--- config.mk ---
export PLATFORM = sky130hd
export DESIGN_NAME = acc_offload_dispatcher
export DESIGN_NICKNAME = d
export VERILOG_FILES = /design/src/rtl/acc_disp_pkg.sv /design/src/rtl/acc_disp_rr_arbiter.sv /design/src/rtl/acc_offload_dispatcher.sv
export SDC_FILE = /design/constraint.sdc
export NUM_CORES = 1
export LEC_CHECK = 0
export CAP_MARGIN = 0
export CORE_AREA = 2 2 162 164
export CTS_CLUSTER_SIZE = 10
export DETAILED_ROUTE_END_ITERATION = 7
export DIE_AREA = 0 0 164 166
export GPL_TIMING_DRIVEN = 0
export PLACE_DENSITY = 0.66
export SETUP_SLACK_MARGIN = 0.1
export SLEW_MARGIN = 0
export SYNTH_ARGS = -nofsm -noshare
export SYNTH_HDL_FRONTEND = slang
export SYNTH_HIERARCHICAL = 1
export SYNTH_SLANG_ARGS = --single-unit
--- constraint.sdc ---
create_clock -name clk_i -period 3.8 [get_ports clk_i]
set_clock_uncertainty 0.05 [all_clocks]
set_input_delay 0.38 -clock clk_i [delete_from_list [all_inputs] [get_ports clk_i]]
set_output_delay 0.38 -clock clk_i [all_outputs]
set_load 0.01 [all_outputs]
--- src/rtl/acc_disp_pkg.sv ---
// Shared types and default decode tables for the accelerator offload dispatcher.
// The default tables route custom-0 opcodes to accelerators by funct3, one value per accelerator.
package acc_disp_pkg;

  localparam int NumAccMax    = 8;
  localparam int DataWidthMax = 32;
  localparam int RdWidth      = 5;
  localparam int CntWidth     = 4;

  typedef logic [CntWidth-1:0]         cnt_t;
  typedef logic [RdWidth-1:0]          rd_t;
  typedef logic [31:0]                 instr_t;
  typedef logic [NumAccMax-1:0][31:0]  dec_tbl_t;

  typedef struct packed {
    rd_t                     rd;
    logic [DataWidthMax-1:0] data;
    logic                    error;
  } rsp_entry_t;

  localparam instr_t DefaultMask = 32'h0000_707F;

  function automatic dec_tbl_t default_match_tbl();
    dec_tbl_t tbl;
    for (int i = 0; i < NumAccMax; i++) begin
      tbl[i] = 32'h0000_000B | (32'(i) << 12);
    end
    return tbl;
  endfunction

  localparam dec_tbl_t DefaultMatchTbl = default_match_tbl();

endpackage

--- src/rtl/acc_disp_rr_arbiter.sv ---
// Round-robin arbiter: the search starts at the pointer, and the pointer moves past
// the granted index only when the caller signals that the grant was consumed.
module acc_disp_rr_arbiter #(
  parameter  int NumReq = 2,
  localparam int IdxW   = (NumReq > 1) ? $clog2(NumReq) : 1
) (
  input  logic              clk,
  input  logic              rst_n,
  input  logic [NumReq-1:0] req,
  input  logic              gate,
  input  logic              advance,
  output logic [NumReq-1:0] grant,
  output logic [IdxW-1:0]   grant_idx
);

  logic [IdxW-1:0] ptr;
  logic [IdxW-1:0] sel;
  logic            found;

  function automatic logic [IdxW-1:0] wrap_idx(input logic [IdxW-1:0] base, input int off);
    int sum;
    sum = int'(base) + off;
    if (sum >= NumReq) sum = sum - NumReq;
    return IdxW'(sum);
  endfunction

  always_comb begin
    found = 1'b0;
    sel   = ptr;
    for (int k = 0; k < NumReq; k++) begin
      if (!found && req[wrap_idx(ptr, k)]) begin
        found = 1'b1;
        sel   = wrap_idx(ptr, k);
      end
    end
  end

  assign grant     = (found && gate) ? (NumReq'(1) << sel) : '0;
  assign grant_idx = sel;

  always_ff @(posedge clk or negedge rst_n) begin
    if (!rst_n) begin
      ptr <= '0;
    end else if (advance) begin
      ptr <= (int'(sel) == NumReq - 1) ? '0 : sel + 1'b1;
    end
  end

endmodule

--- src/rtl/acc_offload_dispatcher.sv ---
// Decodes X-interface offload requests onto per-accelerator C channels, tracks rd hazards
// and outstanding offloads, and funnels accelerator responses through a small FIFO.
module acc_offload_dispatcher
  import acc_disp_pkg::*;
#(
  parameter int                      NumAcc         = 2,
  parameter int                      DataWidth      = 32,
  parameter int                      NumRs          = 3,
  parameter int                      MaxOutstanding = 4,
  parameter int                      RspFifoDepth   = 2,
  parameter logic [NumAcc-1:0][31:0] AccMask        = {NumAcc{DefaultMask}},
  parameter logic [NumAcc-1:0][31:0] AccMatch       = DefaultMatchTbl[NumAcc-1:0],
  parameter logic [NumAcc-1:0]       AccWb          = '1,
  parameter logic [31:0]             HartId         = 32'h0
) (
  input  logic                       clk_i,
  input  logic                       rst_ni,
  input  logic                       x_q_valid_i,
  output logic                       x_q_ready_o,
  input  logic [31:0]                x_q_instr_data_i,
  input  logic [NumRs*DataWidth-1:0] x_q_rs_i,
  input  logic [NumRs-1:0]           x_q_rs_valid_i,
  output logic                       x_k_accept_o,
  output logic                       x_k_writeback_o,
  output logic                       x_p_valid_o,
  input  logic                       x_p_ready_i,
  output logic [4:0]                 x_p_rd_o,
  output logic [DataWidth-1:0]       x_p_data_o,
  output logic                       x_p_error_o,
  output logic [NumAcc-1:0]          c_q_valid_o,
  input  logic [NumAcc-1:0]          c_q_ready_i,
  output logic [31:0]                c_q_instr_data_o,
  output logic [NumRs*DataWidth-1:0] c_q_rs_o,
  output logic [31:0]                c_q_hart_id_o,
  input  logic [NumAcc-1:0]          c_p_valid_i,
  output logic [NumAcc-1:0]          c_p_ready_o,
  input  logic [NumAcc*DataWidth-1:0] c_p_data_i,
  input  logic [NumAcc*5-1:0]        c_p_rd_i,
  input  logic [NumAcc-1:0]          c_p_error_i
);

  localparam int IdxW = (NumAcc > 1) ? $clog2(NumAcc) : 1;
  localparam int PtrW = $clog2(RspFifoDepth);

  logic [NumAcc-1:0] hit;
  logic              any_hit;
  logic [IdxW-1:0]   tgt;
  rd_t               rd;
  logic              wb;
  logic              go;
  logic              accept;
  logic              pop;
  logic              push;
  logic              can_push;

  logic [31:0] pend;
  logic [31:0] pend_next;
  cnt_t        outstanding;

  rsp_entry_t        fifo_mem [RspFifoDepth];
  logic [PtrW-1:0]   rd_ptr;
  logic [PtrW-1:0]   wr_ptr;
  logic [PtrW:0]     fifo_cnt;
  logic              fifo_full;
  logic              fifo_empty;
  rsp_entry_t        head;
  rsp_entry_t        push_entry;
  logic [NumAcc-1:0] grant;
  logic [IdxW-1:0]   grant_idx;

  always_comb begin
    hit = '0;
    for (int i = 0; i < NumAcc; i++) begin
      hit[i] = (x_q_instr_data_i & AccMask[i]) == AccMatch[i];
    end
  end

  // Scan downwards so the lowest-index hit is the last one written.
  always_comb begin
    tgt     = '0;
    any_hit = 1'b0;
    for (int i = NumAcc - 1; i >= 0; i--) begin
      if (hit[i]) begin
        tgt     = IdxW'(i);
        any_hit = 1'b1;
      end
    end
  end

  assign rd = x_q_instr_data_i[11:7];
  assign wb = AccWb[tgt] && (rd != '0);
  assign go = (&x_q_rs_valid_i) && (outstanding < cnt_t'(MaxOutstanding)) && !(wb && pend[rd]);

  assign accept           = x_q_valid_i && any_hit && go && c_q_ready_i[tgt];
  assign x_q_ready_o      = any_hit ? (go && c_q_ready_i[tgt]) : 1'b1;
  assign x_k_accept_o     = accept;
  assign x_k_writeback_o  = accept && wb;
  assign c_q_valid_o      = (x_q_valid_i && any_hit && go) ? (NumAcc'(1) << tgt) : '0;
  assign c_q_instr_data_o = x_q_instr_data_i;
  assign c_q_rs_o         = x_q_rs_i;
  assign c_q_hart_id_o    = HartId;

  assign fifo_full  = fifo_cnt == (PtrW + 1)'(RspFifoDepth);
  assign fifo_empty = fifo_cnt == '0;
  assign head       = fifo_mem[rd_ptr];

  assign x_p_valid_o = !fifo_empty;
  assign x_p_rd_o    = head.rd;
  assign x_p_data_o  = head.data[DataWidth-1:0];
  assign x_p_error_o = head.error;

  assign pop      = x_p_valid_o && x_p_ready_i;
  assign can_push = !fifo_full || pop;

  acc_disp_rr_arbiter #(
    .NumReq (NumAcc)
  ) u_arb (
    .clk       (clk_i),
    .rst_n     (rst_ni),
    .req       (c_p_valid_i),
    .gate      (can_push),
    .advance   (push),
    .grant     (grant),
    .grant_idx (grant_idx)
  );

  assign c_p_ready_o = grant;
  assign push        = |grant;

  assign push_entry.rd    = c_p_rd_i[grant_idx*RdWidth +: RdWidth];
  assign push_entry.data  = DataWidthMax'(c_p_data_i[grant_idx*DataWidth +: DataWidth]);
  assign push_entry.error = c_p_error_i[grant_idx];

  // When full, a same-cycle pop frees the head slot, which is also the write slot.
  always_ff @(posedge clk_i or negedge rst_ni) begin
    if (!rst_ni) begin
      rd_ptr   <= '0;
      wr_ptr   <= '0;
      fifo_cnt <= '0;
      for (int i = 0; i < RspFifoDepth; i++) begin
        fifo_mem[i] <= '0;
      end
    end else begin
      if (push) begin
        fifo_mem[wr_ptr] <= push_entry;
        wr_ptr           <= wr_ptr + 1'b1;
      end
      if (pop) begin
        rd_ptr <= rd_ptr + 1'b1;
      end
      if (push && !pop) begin
        fifo_cnt <= fifo_cnt + 1'b1;
      end else if (pop && !push) begin
        fifo_cnt <= fifo_cnt - 1'b1;
      end
    end
  end

  // Applying the set after the clear lets a new writer of the same rd win.
  always_comb begin
    pend_next = pend;
    if (pop) pend_next[x_p_rd_o] = 1'b0;
    if (accept && wb) pend_next[rd] = 1'b1;
  end

  always_ff @(posedge clk_i or negedge rst_ni) begin
    if (!rst_ni) begin
      pend        <= '0;
      outstanding <= '0;
    end else begin
      pend <= pend_next;
      case ({accept, pop})
        2'b10:   outstanding <= outstanding + 1'b1;
        2'b01:   outstanding <= outstanding - 1'b1;
        default: outstanding <= outstanding;
      endcase
    end
  end

  a_outstanding_max : assert property (@(posedge clk_i) disable iff (!rst_ni)
    outstanding <= cnt_t'(MaxOutstanding));

  a_outstanding_min : assert property (@(posedge clk_i) disable iff (!rst_ni)
    !(pop && !accept && outstanding == '0));

endmodule

==> reports/qor.yml <==
synthesis:
  yosysUniqueCellTypes: 46
  synth_adder_area_share_pct: 1.01
  ys.flop_type: "dfrtp_1"
  ys_seq_area_share_pct: 42.1
  synth_warnings: 6
  synth.largest_area_cell: "dfrtp_1"
  syn_area_per_cell_sq_um: 9.66
  synth_edf_count: 0
  ys_ff_latch: 117
  synthMuxAreaShare_pct: 14.2
  synth-compound-area-share_pct: 11.9
  syn-cell-area_sq_um: 6960
  ys_top_cells_by_area: "dfrtp_1, buf_4, o21ai_0"
  synth_top_area_share_pct: 42.1
  synthArstFlopShare_pct: 100
  synth_top_family_by_area: "buffers and inverters"
  synth-simple-area-share_pct: 10.1
  syn-instance-count: 720
  synthXorXnorAreaFrac_pct: 1.13
drt:
  vias: 6025
  ant_nets: 0
  via_per_inst: 4.32
  totalWireLength_um: 20300
  drc: 0
  detail_route.wl_per_cell_um: 14.6
  drt_iter0_markers: 203
  dr.pass1.iters: 4
setup_path:
  worstSetupPathType: "primary input to flop"
  cp_max_fo: 9
  cp_top_family: "compound AO/OA/AOI/OAI gates"
  cpMostUsedCell: "ha_1"
  required_ps: 4050
  crit_path_start_kind: "primary input"
  end_kind: "flop"
  timing.critical_path.buf_inv: 1
  reg2regPathDepth: 13
  worst-path-stages: 14
  slowest_delay_ps: 670
  crit_chain: "clkdlybuf4s50_1 > or3b_1 > o21ai_1 > nor3_1 > o2111a_4 > o2111ai_4 > nand2b_1 > ha_1 > ha_1 > a21o_1 > a21oi_1 > xnor2_1 > nor2_1 > xor2_1"
  crit_arrival_ps: 3710
  critPathSlowestCell: "clkdlybuf4s50_1"
clock_network:
  clockRootBuffer: "clkbuf_16"
  h-tree-depth: 4
  clk_path_buf_depth: 2
  cts_buffers: 17
  clk_pin_slew_worst_paths_ps: 60
  clock_latency_ps: 410
  cts.sinks: 117
  cts_tree: "done"
  post_cts_resized: 0
global_route:
  grt_pass1_wl_um: 31600
  grt_max_degree: 86
  met1_usage_pct: 17.5
  met3_usage_pct: 4.67
  busiest_layer: "met2"
  overflow: 0
  antenna_found_initial: 0
  track_usage_pct: 14.8
  grt_pass1_vias: 6042
  grt_util_met2_pct: 25.8
timing:
  final_max_slew_viol_count: 0
  period_needed_ps: 3460
  finalHoldViolCount: 0
  slew_headroom_pct: 42.0
  hold_slack_ps: 389
  period_share_pct: 91.1
  rsz0062_at_grt: "no"
  clock.fmax_ghz: 0.289
  fin_ws_ps: 337
  final-setup-viol-count: 0
  tightestPinTransition_ps: 871
placement:
  gp_congestion: 0.780
  dpl.hpwl_um: 15700
  dp_cells: 1361
  pre_cts_slack_ps: -98.4
  io_buffers: 274
cells_and_area:
  drive_gt1_share_pct: 23.3
  diodes: 0
  post-route-util_pct: 42.3
  syn2layout_area_growth_pct: 55.9
  fin_nets: 1266
  nFillCells: 2531
  layoutNonFillerInstCount: 1394
floorplanning:
  start_util_pct: 27.2
  ios: 421
  rows: 59
  coreArea_sq_um: 25600
  die_w_um: 164
  dieArea_sq_um: 27200
  fp.dieH_um: 166
status:
  status: "complete, no violations"
power:
  power_leakage_uw: 0.00494
  vdd_drop_max_uv: 315
  powerDensity_nw_per_um2: 602
  power_uw: 6530
flow_run:
  drv_cap: 0
hold_path:
  hold_path.class: "primary input to async pin"
## power by group
part / internal [uW] / switching (uW) / leakage (uW)
clock: 913 / 639 / 0.000272
combinational: 1510 / 1540 / 0.00317
sequential: 1700 / 230 / 0.00149
## registers in the layout (all words and copies together), names as in the netlist
register     cells
pend            32
wr_ptr           1
fifo_cnt         2
fifo_mem        76
u_arb/ptr        1
rd_ptr           1
outstanding      4
## cells by family after synthesis
group,count (synthesis)
buf+inv,197
compound gates,155
simple gates,144
flops,117
mux,92
xor+xnor,9
fa+ha+maj,5
other cells,1
## per-stage QoR
| step | TNS (ps) | area [sq um] |
|---|---|---|
| after CTS | 0 | 10800 |
| after detailed placement | -98.4 | 10300 |
| after global routing | 0 | 10800 |
| after floorplan | 0 | 7070 |
| final | 0 | 10800 |
| after global placement | -281740 | 10200 |
## path summary, 6_finish.rpt
kind,startpoint,end,slack (ps)
setup / recovery,x_q_instr_data_i[10],outstanding[3],340
hold / removal,rst_ni,pend[24],390
setup reg to reg,pend[29],outstanding[3],750
hold reg to reg,outstanding[3],outstanding[3],420
max in group asynchronous,rst_ni,fifo_mem[75],2580
min in group clk_i,outstanding[3],outstanding[3],420
## cells in the final DEF (no fill, tap or decap), types with 3 or more instances in the layout
master	netlist	routed
clkinvlp_4	0	3
buf_1	3	3
buf_4	161	161
nor3_1	3	3
conb_1	1	32
mux2_2	36	36
nand2b_1	4	4
or3b_1	3	3
nand3_1	3	3
a21oi_1	3	3
xnor2_1	4	4
clkinv_4	0	4
dfrtp_1	117	117
clkbuf_16	0	17
ha_1	4	4
xor2_1	5	5
o22ai_1	3	3
mux2i_1	54	54
nor2_1	14	14
inv_1	9	9
nand2_1	95	95
clkdlybuf4s50_1	0	273
o21ai_1	25	25
nand3b_1	4	4
inv_6	0	6
clkbuf_1	21	21
o21ai_0	118	118
## final cells by class
class	instances	area (sq um)	share of cell area [%]
repair buffers	276	2780	25.7
multi-input cells	437	2790	25.7
flip-flops and latches	117	2930	27.0
plain buffers	188	1320	12.2
well taps	335	419	3.87
clock inverters	15	145	1.34
clock buffers	17	425	3.92
inverters	9	33.8	0.312
## cell usage after synthesis (3+ instances only)
cell / count
nor3_1: 3
o22ai_1: 3
a21oi_1: 3
o21ai_0: 118
dfrtp_1: 117
ha_1: 4
o21ai_1: 25
xnor2_1: 4
nand2_1: 95
buf_1: 3
nand3b_1: 4
nand3_1: 3
or3b_1: 3
nor2_1: 14
inv_1: 9
mux2_2: 36
mux2i_1: 54
xor2_1: 5
buf_4: 161
nand2b_1: 4
clkbuf_1: 21
## timing repair
action,4_1_cts,5_1_grt
hold buffers,1,0
setup buffers,0,0
endpoints found under the hold margin,32,0
endpoints found under the setup margin,0,0
## metal layers
metal | part of all wire, % | wire, um
met2 | 51 | 10300
met5 | 0 | 0
met3 | 8.6 | 1740
met1 | 40 | 8070
met4 | 0.97 | 197
(Power assumes the default switching activity.)
